`src/rtl/stack_addr_generator.sv`:
```
`default_nettype none
// ============================================================================
// Module   : stack_addr_generator
// Purpose  : Address/strobe generator for the stack region (224..255) of the
//            256-byte unified memory. Serves 1..4 byte push/pop requests,
//            one memory beat per cycle, and tracks SP plus full/empty and
//            sticky overflow/underflow status. Address 223 is a guard byte
//            and is never issued.
// Ports    : clk, rst          - clock (rising edge), async active-high reset
//            req_valid/ready   - request handshake (ready only while idle)
//            req_push, req_len - direction and byte count minus one
//            mem_valid/we/re   - memory beat strobes
//            mem_addr,beat_idx - beat address and 0-based beat number
//            done, done_err    - completion pulse and reject qualifier
//            sp                - stack pointer (next free byte)
//            stack_empty/full  - decoded from sp
//            ovf_err, unf_err  - sticky errors, cleared by err_clr
// Revision : 1.0 - initial release
// ============================================================================
module stack_addr_generator #(
  parameter int STACK_TOP    = 255,
  parameter int STACK_BOTTOM = 224,
  parameter int ADDR_W       = 8
) (
  input  logic              clk,
  input  logic              rst,
  input  logic              req_valid,
  output logic              req_ready,
  input  logic              req_push,
  input  logic [1:0]        req_len,
  output logic              mem_valid,
  output logic              mem_we,
  output logic              mem_re,
  output logic [ADDR_W-1:0] mem_addr,
  output logic [1:0]        beat_idx,
  output logic              done,
  output logic              done_err,
  output logic [ADDR_W-1:0] sp,
  output logic              stack_empty,
  output logic              stack_full,
  output logic              ovf_err,
  output logic              unf_err,
  input  logic              err_clr
);

  typedef enum logic [1:0] {
    S_IDLE   = 2'd0,
    S_PUSH   = 2'd1,
    S_POP    = 2'd2,
    S_REJECT = 2'd3
  } state_t;

  // Capacity math is carried one bit wider than the address so that
  // free/used can never wrap around.
  localparam logic [ADDR_W:0]   c_top_ext    = (ADDR_W+1)'(STACK_TOP);
  localparam logic [ADDR_W:0]   c_bottom_ext = (ADDR_W+1)'(STACK_BOTTOM);
  localparam logic [ADDR_W-1:0] c_top        = ADDR_W'(STACK_TOP);
  localparam logic [ADDR_W-1:0] c_full_sp    = ADDR_W'(STACK_BOTTOM - 1);
  localparam logic [ADDR_W-1:0] c_one        = ADDR_W'(1);

  state_t          r_state;
  logic            r_push;
  logic [1:0]      r_last;    // index of the final beat (= req_len)

  logic [ADDR_W:0] w_sp_ext;
  logic [ADDR_W:0] w_free;
  logic [ADDR_W:0] w_used;
  logic [ADDR_W:0] w_n;
  logic            w_accept;
  logic            w_push_ok;
  logic            w_pop_ok;

  assign w_sp_ext  = {1'b0, sp};
  assign w_free    = w_sp_ext - c_bottom_ext + (ADDR_W+1)'(1);
  assign w_used    = c_top_ext - w_sp_ext;
  assign w_n       = (ADDR_W+1)'(req_len) + (ADDR_W+1)'(1);
  assign w_accept  = req_valid && (r_state == S_IDLE);
  assign w_push_ok = (w_n <= w_free);
  assign w_pop_ok  = (w_n <= w_used);

  assign req_ready   = (r_state == S_IDLE);
  assign stack_empty = (sp == c_top);
  assign stack_full  = (sp == c_full_sp);

  always_ff @(posedge clk or posedge rst) begin
    if (rst) begin
      r_state   <= S_IDLE;
      r_push    <= 1'b0;
      r_last    <= 2'd0;
      sp        <= c_top;
      mem_valid <= 1'b0;
      mem_we    <= 1'b0;
      mem_re    <= 1'b0;
      mem_addr  <= c_top;
      beat_idx  <= 2'd0;
      done      <= 1'b0;
      done_err  <= 1'b0;
      ovf_err   <= 1'b0;
      unf_err   <= 1'b0;
    end else begin
      // Clear first; the REJECT branch below sets afterwards, so a set in
      // the same cycle as err_clr takes priority.
      if (err_clr) begin
        ovf_err <= 1'b0;
        unf_err <= 1'b0;
      end

      case (r_state)
        S_IDLE: begin
          done     <= 1'b0;
          done_err <= 1'b0;
          if (w_accept) begin
            r_push   <= req_push;
            r_last   <= req_len;
            beat_idx <= 2'd0;
            // The first beat is presented in the cycle right after accept.
            if (req_push && w_push_ok) begin
              r_state   <= S_PUSH;
              mem_valid <= 1'b1;
              mem_we    <= 1'b1;
              mem_addr  <= sp;
              done      <= (req_len == 2'd0);
            end else if (!req_push && w_pop_ok) begin
              r_state   <= S_POP;
              mem_valid <= 1'b1;
              mem_re    <= 1'b1;
              mem_addr  <= sp + c_one;
              done      <= (req_len == 2'd0);
            end else begin
              r_state  <= S_REJECT;
              done     <= 1'b1;
              done_err <= 1'b1;
            end
          end
        end

        S_PUSH: begin
          sp <= sp - c_one;
          if (beat_idx == r_last) begin
            r_state   <= S_IDLE;
            mem_valid <= 1'b0;
            mem_we    <= 1'b0;
            beat_idx  <= 2'd0;
            done      <= 1'b0;
          end else begin
            mem_addr <= mem_addr - c_one;
            beat_idx <= beat_idx + 2'd1;
            done     <= (2'(beat_idx + 2'd1) == r_last);
          end
        end

        S_POP: begin
          sp <= sp + c_one;
          if (beat_idx == r_last) begin
            r_state   <= S_IDLE;
            mem_valid <= 1'b0;
            mem_re    <= 1'b0;
            beat_idx  <= 2'd0;
            done      <= 1'b0;
          end else begin
            mem_addr <= mem_addr + c_one;
            beat_idx <= beat_idx + 2'd1;
            done     <= (2'(beat_idx + 2'd1) == r_last);
          end
        end

        S_REJECT: begin
          r_state  <= S_IDLE;
          done     <= 1'b0;
          done_err <= 1'b0;
          if (r_push) ovf_err <= 1'b1;
          else        unf_err <= 1'b1;
        end

        default: r_state <= S_IDLE;
      endcase
    end
  end

endmodule
`default_nettype wire

```
`config.mk`:
```
export PLATFORM = sky130hd
export DESIGN_NAME = stack_addr_generator
export DESIGN_NICKNAME = d
export VERILOG_FILES = /design/src/rtl/stack_addr_generator.sv
export SDC_FILE = /design/constraint.sdc
export NUM_CORES = 1
export LEC_CHECK = 0
export ABC_CLOCK_PERIOD_IN_PS = 3900
export CAP_MARGIN = 20
export CORE_MARGIN = 5
export CORE_UTILIZATION = 56
export CTS_BUF_LIST = sky130_fd_sc_hd__clkbuf_8
export DETAILED_ROUTE_END_ITERATION = 8
export GPL_TIMING_DRIVEN = 0
export PLACE_DENSITY = 0.82
export SYNTH_ARGS = -nofsm -noshare
export SYNTH_HDL_FRONTEND = slang
export SYNTH_SLANG_ARGS = --single-unit
```
`constraint.sdc`:
```
create_clock -name clk -period 3.9 [get_ports clk]
set_clock_uncertainty 0.1 [all_clocks]
set_input_delay 0.78 -clock clk [delete_from_list [all_inputs] [get_ports clk]]
set_output_delay 0.78 -clock clk [all_outputs]
set_load 0.05 [all_outputs]
```
==> results.sh, run 1 <==
export IMPL_initial_core_util=0.5721
export IMPL_synth_edf_count=0
export IMPL_grt_ovfl_total=0
export IMPL_cp_num_buf_inv=3
export IMPL_syn2layout_area_growth_pct=22.52
export IMPL_slew_violations=0
export IMPL_avgRoutedWirePerCell_um=15.51
export IMPL_grt_pass1_wl_mm=9.294
export IMPL_required_ns=3.97
export IMPL_worst_pin_slew_ns=0.6641
export IMPL_port_buffers=33
export IMPL_rows=23
export IMPL_die_w_um=73.70
export IMPL_nets=325
export IMPL_drt_total_wl_mm=5.382
export IMPL_setup_viol=0
export IMPL_fin_crit_ns=3.536
export IMPL_yosysMostFrequentCell="nand2_1"
export IMPL_synth_seq_cells=30
export IMPL_cts_tree="yes"
export IMPL_async_reset_ff_frac=1.000
export IMPL_core_area_um2=3971
export IMPL_cp_top_family="compound AO/OA/AOI/OAI gates"
export IMPL_vias=1994
export IMPL_cp_max_fo=8
export IMPL_track_usage=0.2205
export IMPL_critPathArrivalTime_ns=3.61
export IMPL_drive_gt1_frac=0.1380
export IMPL_ys_types=48
export IMPL_grt_max_degree=17
export IMPL_hp_class="flip-flop to flip-flop"
export IMPL_drt_initial_drc_count=239
export IMPL_path_class="primary input to flip-flop"
export IMPL_diodes=0
export IMPL_fillers=321
export IMPL_slew_headroom=0.5568
export IMPL_cts_buffer_depth=2
export IMPL_avgSynthCellArea_um2=8.911
export IMPL_seq_area_frac_synth=0.3392
export IMPL_clk_latency_ns=0.29
export IMPL_cts_buffers_inserted=5
export IMPL_syn_nets=284
export IMPL_yosysTopAreaCell="dfstp_2"
export IMPL_cp_common_cell="ha_1"
export IMPL_cts_htree_levels=2
export IMPL_timing_fmax_mhz=282.8
export IMPL_drc=0
export IMPL_io_pins=35
export IMPL_drt_first_pass_iters=4
export IMPL_dieArea_um2=5432
export IMPL_synth_area_um2=2272
export IMPL_post_route_period_util=0.9067
export IMPL_synth_flop_cell="dfstp_2"
export IMPL_hold_viol=0
export IMPL_synth_top_area_frac=0.1850
export IMPL_tns_ns=0
export IMPL_critPathMaxStageDelay_ns=0.52
export IMPL_dpl_hpwl_mm=4.037
export IMPL_cp_cell_sequence="clkdlybuf4s50_1 -> inv_1 -> ha_1 -> ha_1 -> a311oi_2 -> o2111ai_2 -> and2_1 -> buf_6 -> or2_1 -> o41ai_2"
export IMPL_start_kind="primary input"
export IMPL_cap_violations=0
export IMPL_rsz0062_at_grt="false"
export IMPL_postCtsResizedCells=0
export IMPL_place_gp_congestion=0.8408
export IMPL_cts_setup_buffers=0
export IMPL_synth_warnings=0
export IMPL_drtAntennaViolNets=0
export IMPL_cts_root_buf="clkbuf_8"
export IMPL_syn_inst=255
export IMPL_status="finished clean"
export IMPL_antenna_found_initial=0
export IMPL_die_h_um=73.70
export IMPL_end_kind="flip-flop"
export IMPL_synthTopCellsByCount="nand2_1, o21ai_0, ha_1"
export IMPL_ys_top_cells_by_area="dfstp_2, dfrtp_1, ha_1, nand2_1, xnor2_1"
export IMPL_path_clk_slew_ns=0.06
export IMPL_viasPerCell=5.746
export IMPL_crit_slowest_cell="clkdlybuf4s50_1"
export IMPL_grt_pass1_vias=1982
export IMPL_cts_hold_buf=0
export IMPL_clock_sinks=30
## worst paths after layout
path / depth (start not counted) / end / slack, ns / from
min in group asynchronous: 2 / r_state[1] / 0.79 / rst
worst min-delay path: 1 / unf_err / 0.39 / r_push
worst min register to register: 1 / unf_err / 0.39 / r_push
worst max-delay path: 10 / done_err / 0.36 / req_len[0]
max in group asynchronous: 3 / sp[0] / 2.31 / rst
worst max register to register: 11 / done_err / 0.47 / sp[0]
## layout by cell type, fill, tap and decap left out, drive strengths merged, types with 2 or more instances in the layout
master,count
o211ai,2
nand3,7
o21ai,24
dfrtp,14
a31oi,4
a21boi,3
dfstp,16
o21a,2
nand3b,2
nand4,2
xnor2,14
o22ai,4
ha,21
a21oi,10
inv,15
xor2,8
nor3,7
clkbuf,14
mux2,6
a21o,2
clkdlybuf4s50,33
mux2i,5
nor2,11
o41ai,2
o31ai,3
nand2,37
buf,7
nor2b,4
nand2b,3
## sequential cells by signal, summed over array words and instances (netlist names), 2 cells and up
register and cells:
r_state 2, mem_addr 8, r_last 2, sp 8, beat_idx 2
## stage by stage
step	setup slack, ns	cell area (µm²)	hold WS [ns]	std cells	util
after floorplan	0.2216	2272	0.3512	255	-
after global placement	0.1747	2665	0.3770	338	0.6711
after detailed placement	0.1102	2693	0.3885	339	0.6780
after CTS	0.3926	2784	0.3982	347	0.7010
after global routing	0.2193	2784	0.4230	347	0.7010
final	0.3639	2784	0.3942	347	0.7010
## routing by layer
metal / GRT usage / part of all wire / vias up
met5: 0 / 0 / -
met4: 0.08048 / 0.015 / 0
met2: 0.3740 / 0.50 / 66
li1: - / - / 972
met1: 0.2736 / 0.43 / 948
met3: 0.04651 / 0.050 / 8
## final cells by class
| class | instances | area, µm² | share of cell area |
|---|---|---|---|
| Buffer | 14 | 65.06 | 0.02337 |
| Clock buffer | 6 | 82.58 | 0.02966 |
| Clock inverter | 2 | 8.758 | 0.003146 |
| Inverter | 14 | 52.55 | 0.01888 |
| Multi-Input combinational cell | 197 | 1384 | 0.4971 |
| Sequential cell | 30 | 770.7 | 0.2769 |
| Tap cell | 50 | 62.56 | 0.02247 |
| Timing Repair Buffer | 34 | 357.8 | 0.1285 |
## cell families (layout without fill, tap and decap cells)
| group | after synthesis | in the layout | share of synthesized area |
|---|---|---|---|
| fa+ha+maj | 22 | 22 | 0.1244 |
| mux | 11 | 11 | 0.05176 |
| compound gates | 64 | 64 | 0.1900 |
| simple gates | 78 | 78 | 0.1580 |
| flops | 30 | 30 | 0.3392 |
| xor+xnor | 22 | 22 | 0.08480 |
| buf+inv | 28 | 70 | 0.05176 |
Power of run 1 is left out: the tool's default activity adds up to more than one toggle a clock period on the data nets, which glitch-free logic cannot reach.
==> run 2: changes to the inputs <==
--- a/config.mk
+++ b/config.mk
@@ -8,11 +8,12 @@
 export ABC_CLOCK_PERIOD_IN_PS = 3900
 export CAP_MARGIN = 20
 export CORE_MARGIN = 5
-export CORE_UTILIZATION = 56
+export CORE_UTILIZATION = 60
 export CTS_BUF_LIST = sky130_fd_sc_hd__clkbuf_8
 export DETAILED_ROUTE_END_ITERATION = 8
+export DONT_BUFFER_PORTS = 1
 export GPL_TIMING_DRIVEN = 0
-export PLACE_DENSITY = 0.82
+export PLACE_DENSITY = 0.76
 export SYNTH_ARGS = -nofsm -noshare
 export SYNTH_HDL_FRONTEND = slang
 export SYNTH_SLANG_ARGS = --single-unit
==> run 2 against run 1 <==
Effect of this change: maximum frequency is 1.7% lower; worst setup slack worse by 0.059 ns; highest routed layer unchanged; core utilization is 1.7 points lower; via count fell by 6.6%; cell count down 9.8%; first-iteration DRC count fell by 41%; register-to-register slack got worse by 0.17 ns.
==> results.sh, run 2 (synthesis gave the netlist of run 1 again) <==
export IMPL_cts_buffers_inserted=5
export IMPL_clock_sinks=30
export IMPL_start_kind="flip-flop"
export IMPL_worst_pin_slew_ns=0.8875
export IMPL_cts_buffer_depth=2
export IMPL_syn2layout_area_growth_pct=10.19
export IMPL_fin_area_um2=2504
export IMPL_path_class="flip-flop to flip-flop"
export IMPL_slew_headroom=0.4061
export IMPL_rows=22
export IMPL_dpl_hpwl_mm=3.722
export IMPL_antenna_found_initial=0
export IMPL_initial_core_util=0.6206
export IMPL_viasPerCell=5.952
export IMPL_tns_ns=0
export IMPL_die_w_um=71.54
export IMPL_rsz0062_at_grt="false"
export IMPL_core_area_um2=3661
export IMPL_grt_pass1_wl_mm=8.976
export IMPL_top_regs="mem_addr x8, sp x8"
export IMPL_dieArea_um2=5118
export IMPL_post_route_period_util=0.9219
export IMPL_drt_total_wl_mm=5.194
export IMPL_diodes=0
export IMPL_finalWorstSetupSlack_ns=0.3046
export IMPL_required_ns=3.99
export IMPL_dpl_worst_slack_ns=0.3468
export IMPL_cts_tree="yes"
export IMPL_clk_latency_ns=0.29
export IMPL_drc=0
export IMPL_grt_max_degree=18
export IMPL_avgRoutedWirePerCell_um=16.59
export IMPL_drt_first_pass_iters=4
export IMPL_fin_crit_ns=3.595
export IMPL_end_kind="flip-flop"
export IMPL_drt_initial_drc_count=140
export IMPL_timing_fmax_mhz=278.1
export IMPL_layout_commonest_cell="nand2_1"
export IMPL_placed_cell_area_um2=2361
export IMPL_slew_violations=0
export IMPL_final_cell_mix="nand2_1, o21ai_0, ha_1, dfstp_2"
export IMPL_cts_setup_buffers=0
export IMPL_drive_gt1_frac=0.1660
export IMPL_cts_htree_levels=2
export IMPL_cap_violations=0
export IMPL_io_pins=35
export IMPL_critPathArrivalTime_ns=3.68
export IMPL_hp_class="primary input to async pin"
export IMPL_cp_max_fo=10
export IMPL_vias=1863
export IMPL_place_gp_congestion=0.8428
export IMPL_nets=293
export IMPL_path_clk_slew_ns=0.07
export IMPL_cts_hold_buf=0
export IMPL_hold_viol=0
export IMPL_port_buffers=0
export IMPL_track_usage=0.2214
export IMPL_placed_cells=305
export IMPL_postCtsResizedCells=0
export IMPL_setup_viol=0
export IMPL_drtAntennaViolNets=0
export IMPL_status="finished clean"
export IMPL_grt_pass1_vias=1866
export IMPL_instances_no_fill=313
export IMPL_die_h_um=71.54
export IMPL_cts_root_buf="clkbuf_8"
export IMPL_grt_ovfl_total=0
## run 2: cell types whose count changed in the layout (fill, tap and decap cells not counted)
cell,before,now
buf_8,0,1
bufinv_16,0,2
inv_1,15,14
buf_16,1,0
clkdlybuf4s50_1,33,0
nor4bb_2,0,1
buf_4,0,1
clkinv_2,1,0
nor4bb_1,1,0
## run 2: final timing paths
| kind | depth (start not counted) | slack, ns | to | start |
|---|---|---|---|---|
| worst max-delay path | 13 | 0.30 | mem_addr[2] | sp[0] |
| worst min-delay path | 1 | 0.39 | beat_idx[0] | rst |
| worst max register to register | 13 | 0.30 | mem_addr[2] | sp[0] |
| worst min register to register | 1 | 0.40 | unf_err | r_push |
| max in group asynchronous | 2 | 2.68 | mem_addr[5] | rst |
| min in group clk | 1 | 0.40 | unf_err | r_push |
## run 2: area by class of cell
cell class                      instances  area, µm²
Sequential cell                        30      770.7
Buffer                                 14      65.06
Inverter                               14      52.55
Tap cell                               48      60.06
Clock inverter                          2      60.06
Multi-Input combinational cell        197       1390
Timing Repair Buffer                    2      22.52
Fill cell                             291       1157
Clock buffer                            6      82.58
## run 2: worst max-delay path: stages (launching register included)
cell and delay (ns):
dfstp_2 0.70, clkbuf_1 0.33, inv_1 0.12, ha_1 0.33
inv_1 0.06, ha_1 0.29, a311oi_2 0.32, o2111ai_2 0.24
and2_1 0.23, buf_6 0.14, o21ai_4 0.23, buf_2 0.23
nand2_1 0.06, o21ai_0 0.11
## run 2: metal layers
layer	routed length, µm	track usage	up-vias
met5	0	0	-
met4	100	0.08142	0
met3	344	0.05891	8
met2	2437	0.3531	56
met1	2312	0.2881	893
li1	-	-	906
## run 2: through the flow
| stage | hold slack (ns) | util |
|---|---|---|
| 4_1_cts | 0.3993 | 0.6839 |
| 3_5_place_dp | 0.3959 | 0.6449 |
| 6_report | 0.3879 | 0.6839 |
| 3_3_place_gp | 0.3773 | 0.6370 |
| 2_1_floorplan | 0.3512 | - |
| 5_1_grt | 0.4448 | 0.6839 |
Power of run 2 is left out for the same reason.
==> patch: new RTL, config.mk and constraints of run 2 <==
Make the reset (`rst`) synchronous in one clocked block. Comments in the files are not updated.
--- a/src/rtl/stack_addr_generator.sv
+++ b/src/rtl/stack_addr_generator.sv
@@ -84,3 +84,3 @@
 
-  always_ff @(posedge clk or posedge rst) begin
+  always_ff @(posedge clk) begin
     if (rst) begin
Formal check against the unedited RTL: differs if rst is asserted again (counterexample within 4 cycles, from zero or initial values and one cycle with rst high); with rst held inactive, the same outputs for 10 cycles.
==> patch against run 2 <==
Global-route usage increased by 2.0 points. Non-clock buffer count is 4 higher. Routed wire length up 21%. Fmax rose by 3.8%. Critical endpoint is now mem_addr[1]$_SDFFE_PP1P_. Count of clock-buffer cells in the layout unchanged. Synthesized cell count increased by 24%. Sequential cell count stayed put. Synthesized area increased by 7.5%. Worst setup slack improved by 0.13 ns. Final area increased by 4.2%. Critical path depth fell by 2. Largest cell class unchanged.
==> patch: results <==
group,metric,value,unit
detailed_routing,drt-initial-drc-count,193,
global_route,grt_pass1_wl,10360,µm
worst_hold_path,hp-class,"flip-flop to flip-flop",
finish,top_regs,"mem_addr: 8 flops, sp: 8 flops",
sta,tightest_slew,0.9160,ns
logic_synthesis,ys.flop_type,"dfxtp_1",
logic_synthesis,synth_async_sr_flop_share,0,
clock_network,root_buffer,"clkbuf_8",
setup_path,path_max_fanout,8,
place,portBuffers,0,
setup_path,crit_path_max_incr_delay,0.75,ns
outcome,outcome,"completed",
detailed_routing,vias,2401,
clock_network,postCtsSetupBuffers,0,
logic_synthesis,synth_area_leaders,"dfxtp_1 25%, ha_1 11%, o21ai_0 5.5%, xnor2_1 5.0%, nor2_1 4.1%",
clock_network,clock_latency,0.29,ns
clock_network,cts_made_buffers,5,
sta,hold_viol_final,0,
logic_synthesis,synth_cell_types,60,
detailed_routing,wirelength,6277,µm
finish,diodes,0,
logic_synthesis,syn_nets,345,
global_route,antenna_found_initial,0,
place,dp_hpwl,4730,µm
place,place.gp.congestion,0.9487,
clock_network,ctsResizeCount,0,
setup_path,crit_path_top_delay_cell,"dfxtp_1",
power,p_leak,1.059,nW
logic_synthesis,ys_seq_area_frac,0.2459,
finish,layout-drive-gt1-share,0.07692,
power,max-vdd-ir-drop,0.4930,mV
global_route,grt_max_degree,11,
setup_path,cp.arrival,3.54,ns
clock_network,h-tree-depth,2,
detailed_routing,drt_first_pass_iters,5,
logic_synthesis,yosys_warnings,0,
logic_synthesis,synth.top_cells.by_count,"30 x dfxtp_1, 27 x nor2_1, 27 x o21ai_0",
global_route,grt_use_total,0.2418,
clock_network,path_clk_slew,0.07,ns
clock_network,cts_buffer_depth,2,
global_route,grt_pass1_vias,2131,
## patch: worst paths after layout
path | from | slack, ns | cells after the start | endpoint
max | sp[0]$_SDFFE_PP1N_ | 0.44 | 11 | mem_addr[1]$_SDFFE_PP1P_
min | r_push$_SDFFE_PP0P_ | 0.37 | 2 | r_push$_SDFFE_PP0P_
max reg2reg | sp[0]$_SDFFE_PP1N_ | 0.44 | 11 | mem_addr[1]$_SDFFE_PP1P_
min reg2reg | r_push$_SDFFE_PP0P_ | 0.37 | 2 | r_push$_SDFFE_PP0P_
## patch: metrics by stage
stage                     setup slack, ns  instances  area, µm²  utilization  hold WS (ns)
after global routing               0.2123        375       2610       0.6572        0.4120
final                              0.4378        375       2610       0.6572        0.3726
after floorplan                    0.3291        316       2442            -        0.3488
after global placement            0.02733        366       2505       0.6308        0.3661
after CTS                          0.4375        375       2610       0.6572        0.3765
after detailed placement           0.4510        367       2519       0.6342        0.3681
## patch: where the power goes
part           switching (mW)  leakage (nW)  internal (mW)
logic                   0.919         0.760          0.548
clock network           0.123        0.0524          0.140
registers               0.299         0.246          0.384
total                    1.34          1.06           1.07
## patch: cells by family after synthesis
family / Yosys count / share of synthesized area
mux: 4 / 0.01639
simple gates: 107 / 0.2198
flops: 30 / 0.2459
xor+xnor: 17 / 0.06097
buf+inv: 36 / 0.06403
fa+ha+maj: 22 / 0.1158
compound gates: 100 / 0.2772
## patch: critical path: cells and delay by family, from the launching register on
family	cells	cell delay [ns]
AND/OR/NAND/NOR	3	0.51
adder cells (fa/ha/maj)	2	0.71
buffers and inverters	3	0.46
flip-flops	1	0.75
AO/OA/AOI/OAI	3	0.83
## patch: final cells by class
cell class	count	area [µm²]
Timing Repair Buffer	1	7.507
Clock buffer	6	82.58
Clock inverter	2	8.758
Buffer	19	92.59
Multi-Input combinational cell	250	1692
Inverter	17	63.81
Tap cell	50	62.56
Fill cell	360	1361
Sequential cell	30	600.6
## patch: metal layers
metal | vias up | track usage | wire [µm]
met2 | 83 | 0.3543 | 2745
met5 | - | 0 | 0
met4 | 0 | 0.06237 | 69
met3 | 7 | 0.05882 | 469
li1 | 1171 | - | -
met1 | 1140 | 0.3512 | 2993
